`config.mk`:
```
export PLATFORM = sky130hd
export DESIGN_NAME = hdmi_island_sched
export DESIGN_NICKNAME = d
export VERILOG_FILES = /design/src/rtl/hdmi_island_sched.sv
export SDC_FILE = /design/constraint.sdc
export NUM_CORES = 1
export LEC_CHECK = 0
export CORE_MARGIN = 2
export CORE_UTILIZATION = 30
export DETAILED_ROUTE_END_ITERATION = 10
export SYNTH_ARGS = -nofsm -noshare
export SYNTH_HDL_FRONTEND = slang
export SYNTH_SLANG_ARGS = --single-unit
```
`constraint.sdc`:
```
create_clock -name pix_clk -period 2.5 [get_ports pix_clk]
set_input_delay 0.75 -clock pix_clk [delete_from_list [all_inputs] [get_ports pix_clk]]
set_output_delay 0.75 -clock pix_clk [all_outputs]
set_load 0.03 [all_outputs]
```
`src/rtl/hdmi_island_sched.sv`:
```
// HDMI data-island scheduler: control period, preamble, guard bands
// and round-robin packet slots, timed off the horizontal counter.
module hdmi_island_sched #(
  parameter int H_ACTIVE = 1280,
  parameter int H_TOTAL  = 1650,
  parameter int CTL_MIN  = 12,
  parameter int MAX_PKTS = 18
) (
  input  logic        pix_clk,
  input  logic        rst_in,
  input  logic [11:0] hcnt,
  input  logic        vid_line,
  input  logic        vid_next,
  input  logic        enable,
  input  logic [1:0]  req,
  output logic [1:0]  gnt,
  output logic        pkt_start,
  output logic        pkt_done,
  output logic [4:0]  pkt_idx,
  output logic [3:0]  ctl,
  output logic        ade,
  output logic        gb,
  output logic        err
);

  typedef enum logic [2:0] {
    S_IDLE,
    S_PRE,
    S_LGB,
    S_DATA,
    S_TGB
  } state_t;

  state_t      state_q, state_d;
  logic [4:0]  cnt_q, cnt_d;
  logic [4:0]  npk_q, npk_d;
  logic [5:0]  cc_q, cc_d;
  logic        last_q, last_d;
  logic        start_pkt;

  logic [1:0]  gnt_d;
  logic        start_d, done_d;
  logic [4:0]  idx_d;
  logic [3:0]  ctl_d;
  logic        ade_d, gb_d;

  logic [13:0] h_ext, lim;
  logic        blank, violate;
  logic        fit_isl, fit_pkt;
  logic        go_isl, more, pre_win;

  assign h_ext = {2'b00, hcnt};
  assign lim = vid_next ? 14'(H_TOTAL - 10)
                        : 14'(H_TOTAL);
  assign blank = (hcnt >= 12'(H_ACTIVE)) || !vid_line;
  assign violate = (state_q != S_IDLE) && vid_line
                && (hcnt < 12'(H_ACTIVE));
  // Room for the rest of the island plus a full control period.
  assign fit_isl = (h_ext + 14'(44 + CTL_MIN)) <= lim;
  assign fit_pkt = (h_ext + 14'(35 + CTL_MIN)) <= lim;
  assign go_isl = blank && enable && (|req)
               && (32'(cc_q) >= CTL_MIN) && fit_isl;
  assign more = (|req) && enable
             && (32'(npk_q) < MAX_PKTS) && fit_pkt;
  assign pre_win = vid_next
                && (hcnt >= 12'(H_TOTAL - 10))
                && (hcnt <= 12'(H_TOTAL - 3));

  always_comb begin
    state_d   = state_q;
    cnt_d     = cnt_q + 5'd1;
    start_pkt = 1'b0;
    unique case (state_q)
      S_IDLE: begin
        cnt_d = '0;
        if (go_isl) state_d = S_PRE;
      end
      S_PRE: begin
        if (cnt_q == 5'd7) begin
          state_d = S_LGB;
          cnt_d   = '0;
        end
      end
      S_LGB: begin
        if (cnt_q == 5'd1) begin
          state_d   = S_DATA;
          cnt_d     = '0;
          start_pkt = 1'b1;
        end
      end
      S_DATA: begin
        if (cnt_q == 5'd31) begin
          if (more) start_pkt = 1'b1;
          else      state_d   = S_TGB;
        end
      end
      S_TGB: begin
        if (cnt_q == 5'd1) begin
          state_d = S_IDLE;
          cnt_d   = '0;
        end
      end
      default: state_d = S_IDLE;
    endcase
    if (violate) begin
      state_d   = S_IDLE;
      cnt_d     = '0;
      start_pkt = 1'b0;
    end
  end

  always_comb begin
    npk_d  = npk_q;
    last_d = last_q;
    gnt_d  = gnt;
    if (state_d != S_DATA) gnt_d = '0;
    if (state_d == S_IDLE) npk_d = '0;
    if (start_pkt) begin
      npk_d = npk_q + 5'd1;
      unique case (1'b1)
        (req == 2'b01): begin
          gnt_d  = 2'b01;
          last_d = 1'b0;
        end
        (req == 2'b10): begin
          gnt_d  = 2'b10;
          last_d = 1'b1;
        end
        (req == 2'b11): begin
          gnt_d  = last_q ? 2'b01 : 2'b10;
          last_d = ~last_q;
        end
        default: gnt_d = '0;
      endcase
    end
  end

  always_comb begin
    ade_d   = (state_d == S_DATA);
    gb_d    = (state_d == S_LGB) || (state_d == S_TGB);
    idx_d   = ade_d ? cnt_d : 5'd0;
    start_d = ade_d && (cnt_d == 5'd0);
    done_d  = ade_d && (cnt_d == 5'd31);
    ctl_d   = 4'b0000;
    if (state_d == S_PRE)
      ctl_d = 4'b1010;
    else if (state_d == S_IDLE && pre_win)
      ctl_d = 4'b1000;
    cc_d = '0;
    if (blank && state_d == S_IDLE)
      cc_d = (cc_q == 6'd63) ? cc_q : cc_q + 6'd1;
  end

  always_ff @(posedge pix_clk or posedge rst_in) begin
    if (rst_in) begin
      state_q   <= S_IDLE;
      cnt_q     <= '0;
      npk_q     <= '0;
      cc_q      <= '0;
      last_q    <= 1'b1;
      gnt       <= '0;
      pkt_start <= 1'b0;
      pkt_done  <= 1'b0;
      pkt_idx   <= '0;
      ctl       <= '0;
      ade       <= 1'b0;
      gb        <= 1'b0;
      err       <= 1'b0;
    end else begin
      state_q   <= state_d;
      cnt_q     <= cnt_d;
      npk_q     <= npk_d;
      cc_q      <= cc_d;
      last_q    <= last_d;
      gnt       <= gnt_d;
      pkt_start <= start_d;
      pkt_done  <= done_d;
      pkt_idx   <= idx_d;
      ctl       <= ctl_d;
      ade       <= ade_d;
      gb        <= gb_d;
      err       <= violate;
    end
  end

endmodule

```
==> flow_summary.json <==
{
  "required_ns": 2.71,
  "max_freq_ghz": 0.3291,
  "met1_length_um": 3077,
  "yosysMostFrequentCell": "dfrtp_1",
  "final_util_pct": 48.41,
  "cts_buffers": 5,
  "clock_path_buffers": 2,
  "cts_max_level": 2,
  "crit_top_cell": "buf_4",
  "top_layer": "met4",
  "drc_errors": 0,
  "violations": "setup timing",
  "clk_latency_ns": 0.28,
  "power.leakage_nw": 1.743,
  "status": "complete, but fails checks",
  "setup_viol": 28,
  "p_per_area_nw_per_um2": 527.9,
  "route.vias.total": 2274,
  "min_from": "last_q",
  "num_antenna_cells": 0,
  "dr_wl_met2_um": 3156,
  "clkTransAtPathRegs_ns": 0.07,
  "synthToLayoutAreaGrowth_pct": 55.97,
  "fin_nets": 393,
  "cts-root-buf": "clkbuf_8",
  "critPathMaxFanout": 5,
  "drt_wl_total_um": 6541,
  "grt_antenna_before_repair": 0,
  "path_class": "primary input to flip-flop",
  "ys_ff_latch": 34,
  "cts_sinks": 34,
  "track_usage_pct": 15.14,
  "port_buffers": 32,
  "grt_pass1_vias": 2267,
  "ys_top_cells_by_area": "dfrtp_1 (34%), ha_1 (8.9%), nor2_1 (4.2%), inv_1 (3.3%), a21oi_1 (2.7%)",
  "die_h_um": 93.42,
  "gp_congestion": 0.8072,
  "timing.rr.start": "cnt_q[0]",
  "cpPeakStageDelay_ns": 0.41,
  "synth_area_per_cell_um2": 9.017,
  "hpwl_um": 4524,
  "layout_min_cycle_time_ns": 3.038,
  "overflow": 0,
  "crit_arrival_ns": 3.25,
  "drive_above_1_share_pct": 36.31,
  "core_area_um2": 7727,
  "synth_warnings": 0,
  "wl_per_cell_um": 14.22,
  "crit_start": "hcnt[1]",
  "fp-row-count": 32,
  "drt_iter0_drc": 58,
  "synth_cell_types": 65,
  "cap_violations": 0,
  "die_area_um2": 8726,
  "wl_met3_um": 275,
  "fill_cells": 725,
  "first_pass_iters": 4,
  "finalHoldViolations": 0,
  "io_pins": 35,
  "start_util_pct": 31.04,
  "syn_area_um2": 2399,
  "ys_seq_area_share_pct": 35.52,
  "cpMaxStageDelayCell": "or3b_4",
  "async_flop_share_pct": 100.0,
  "synth_top_area_cell": "dfrtp_1",
  "viasPerCell": 4.943,
  "drt.antenna.violating_nets": 0,
  "finalCritPeriodShare_pct": 121.5,
  "slew_viol_final": 0,
  "fin_cells": 460,
  "grt_max_degree": 35,
  "cp_cell_sequence": "buf_12 > buf_4 > nor3_4 > xnor2_1 > ha_1 > o21ai_1 > a31o_1 > a222oi_1 > a22o_1 > a21oi_2 > a311oi_2 > buf_4 > or3b_4 > nor2_1",
  "rsz0062_at_grt": "yes",
  "synth_top_area_share_pct": 34.43,
  "die_w_um": 93.42,
  "cts_tree": "built",
  "grt_pass1_wl_um": 10570,
  "yosys-top-cells-count": "dfrtp_1 (33), nor2_1 (27), inv_1 (21)",
  "hold_path.class": "flip-flop to flip-flop",
  "vdd_drop_max_v": 0.0004115,
  "synth-main-ff-cell": "dfrtp_1",
  "fin_skew_ns": 0.005388,
  "end_kind": "flip-flop",
  "final.setup.worst_slack_ns": -0.5383,
  "critPathLaunchType": "primary input",
  "postSynthCellCount": 266,
  "dpl.cell_count": 440,
  "synth_edf_count": 0,
  "total_power_mw": 1.975
}
==> critical path: cells and delay by family <==
family | cells | cell delay [ns]
AO/OA/AOI/OAI | 6 | 0.94
adder cells (fa/ha/maj) | 1 | 0.26
buffers and inverters | 3 | 0.44
XOR/XNOR | 1 | 0.15
AND/OR/NAND/NOR | 3 | 0.70
==> routing by layer <==
metal,global-route usage (%),vias up
li1,-,1131
met1,20.27,1089
met2,25.12,50
met3,3.143,4
met4,3.431,0
met5,0,-
==> state kept, by name (all words and copies together), names as in the netlist <==
signal / count
ade: 1
cc_q: 6
cnt_q: 5
ctl: 2
err: 1
gb: 1
gnt: 2
last_q: 1
npk_q: 5
pkt_done: 1
pkt_idx: 5
pkt_start: 1
state_q: 3
==> kinds of logic after synthesis <==
group                    synth area share (%)
AND/OR/NAND/NOR                         24.99
AO/OA/AOI/OAI                           18.10
flip-flops                              35.52
buffers and inverters                   6.103
adder cells (fa/ha/maj)                 9.285
XOR/XNOR                                3.287
multiplexers                            2.556
other                                  0.1563
==> metrics by stage <==
step                      TNS, ns  setup WS [ns]  hold slack [ns]  instance area, µm²
after CTS                  -12.20        -0.5297           0.5270                3616
after detailed placement   -36.19         -1.385           0.5095                3306
final                      -11.02        -0.5383           0.5043                3741
after global placement     -35.75         -1.381           0.4953                3306
after floorplan            -9.813        -0.5895           0.4836                2544
after global routing       -14.64        -0.6871           0.5197                3741
==> placed cells by master (no fill, tap or decap), drive strengths merged, types with 3 or more instances in the layout <==
cell type / n
a211o: 6
a211oi: 5
a21o: 3
a21oi: 14
and2: 3
and3: 4
buf: 66
clkbuf: 7
clkdlybuf4s50: 19
dfrtp: 33
dlygate4sd2: 4
dlymetal6s2s: 3
ha: 17
inv: 21
mux2i: 5
nand2: 15
nand3: 11
nand3b: 3
nor2: 27
nor2b: 5
nor3: 8
nor3b: 3
o21ai: 11
o31ai: 4
or2: 5
or3: 3
or3b: 3
xnor2: 6
xor2: 3
==> layout make-up <==
cell class	instances	area [µm²]	area share, %
multi-input combinational	201	1682	44.95
clock inverter	1	30.03	0.8027
timing repair buffer	93	853.3	22.81
tap	102	127.6	3.411
sequential	34	852.1	22.78
inverter	22	120.1	3.211
clock buffer	7	76.32	2.040
==> worst paths after layout <==
path	to	slack (ns)	depth (start not counted)
hold / removal	last_q	0.50	2
max in group asynchronous	last_q	1.30	3
setup / recovery	pkt_idx[4]	-0.54	14
min in group asynchronous	ade	0.87	3
hold reg to reg	last_q	0.50	2
setup reg to reg	pkt_idx[4]	0.16	8
==> where the power goes <==
group | switching, mW | internal [mW] | leakage (nW)
clock network | 0.190 | 0.298 | 0.0524
registers | 0.0695 | 0.615 | 0.463
logic | 0.410 | 0.392 | 1.23
total | 0.670 | 1.31 | 1.74
==> timing repair <==
item,CTS,global route
endpoints found under the setup margin,31,31
pin swaps,31,19
hold buffers,0,0
cloned,2,0
setup buffers,9,4
gates resized for setup,70,26
(Power assumes the default switching activity.)
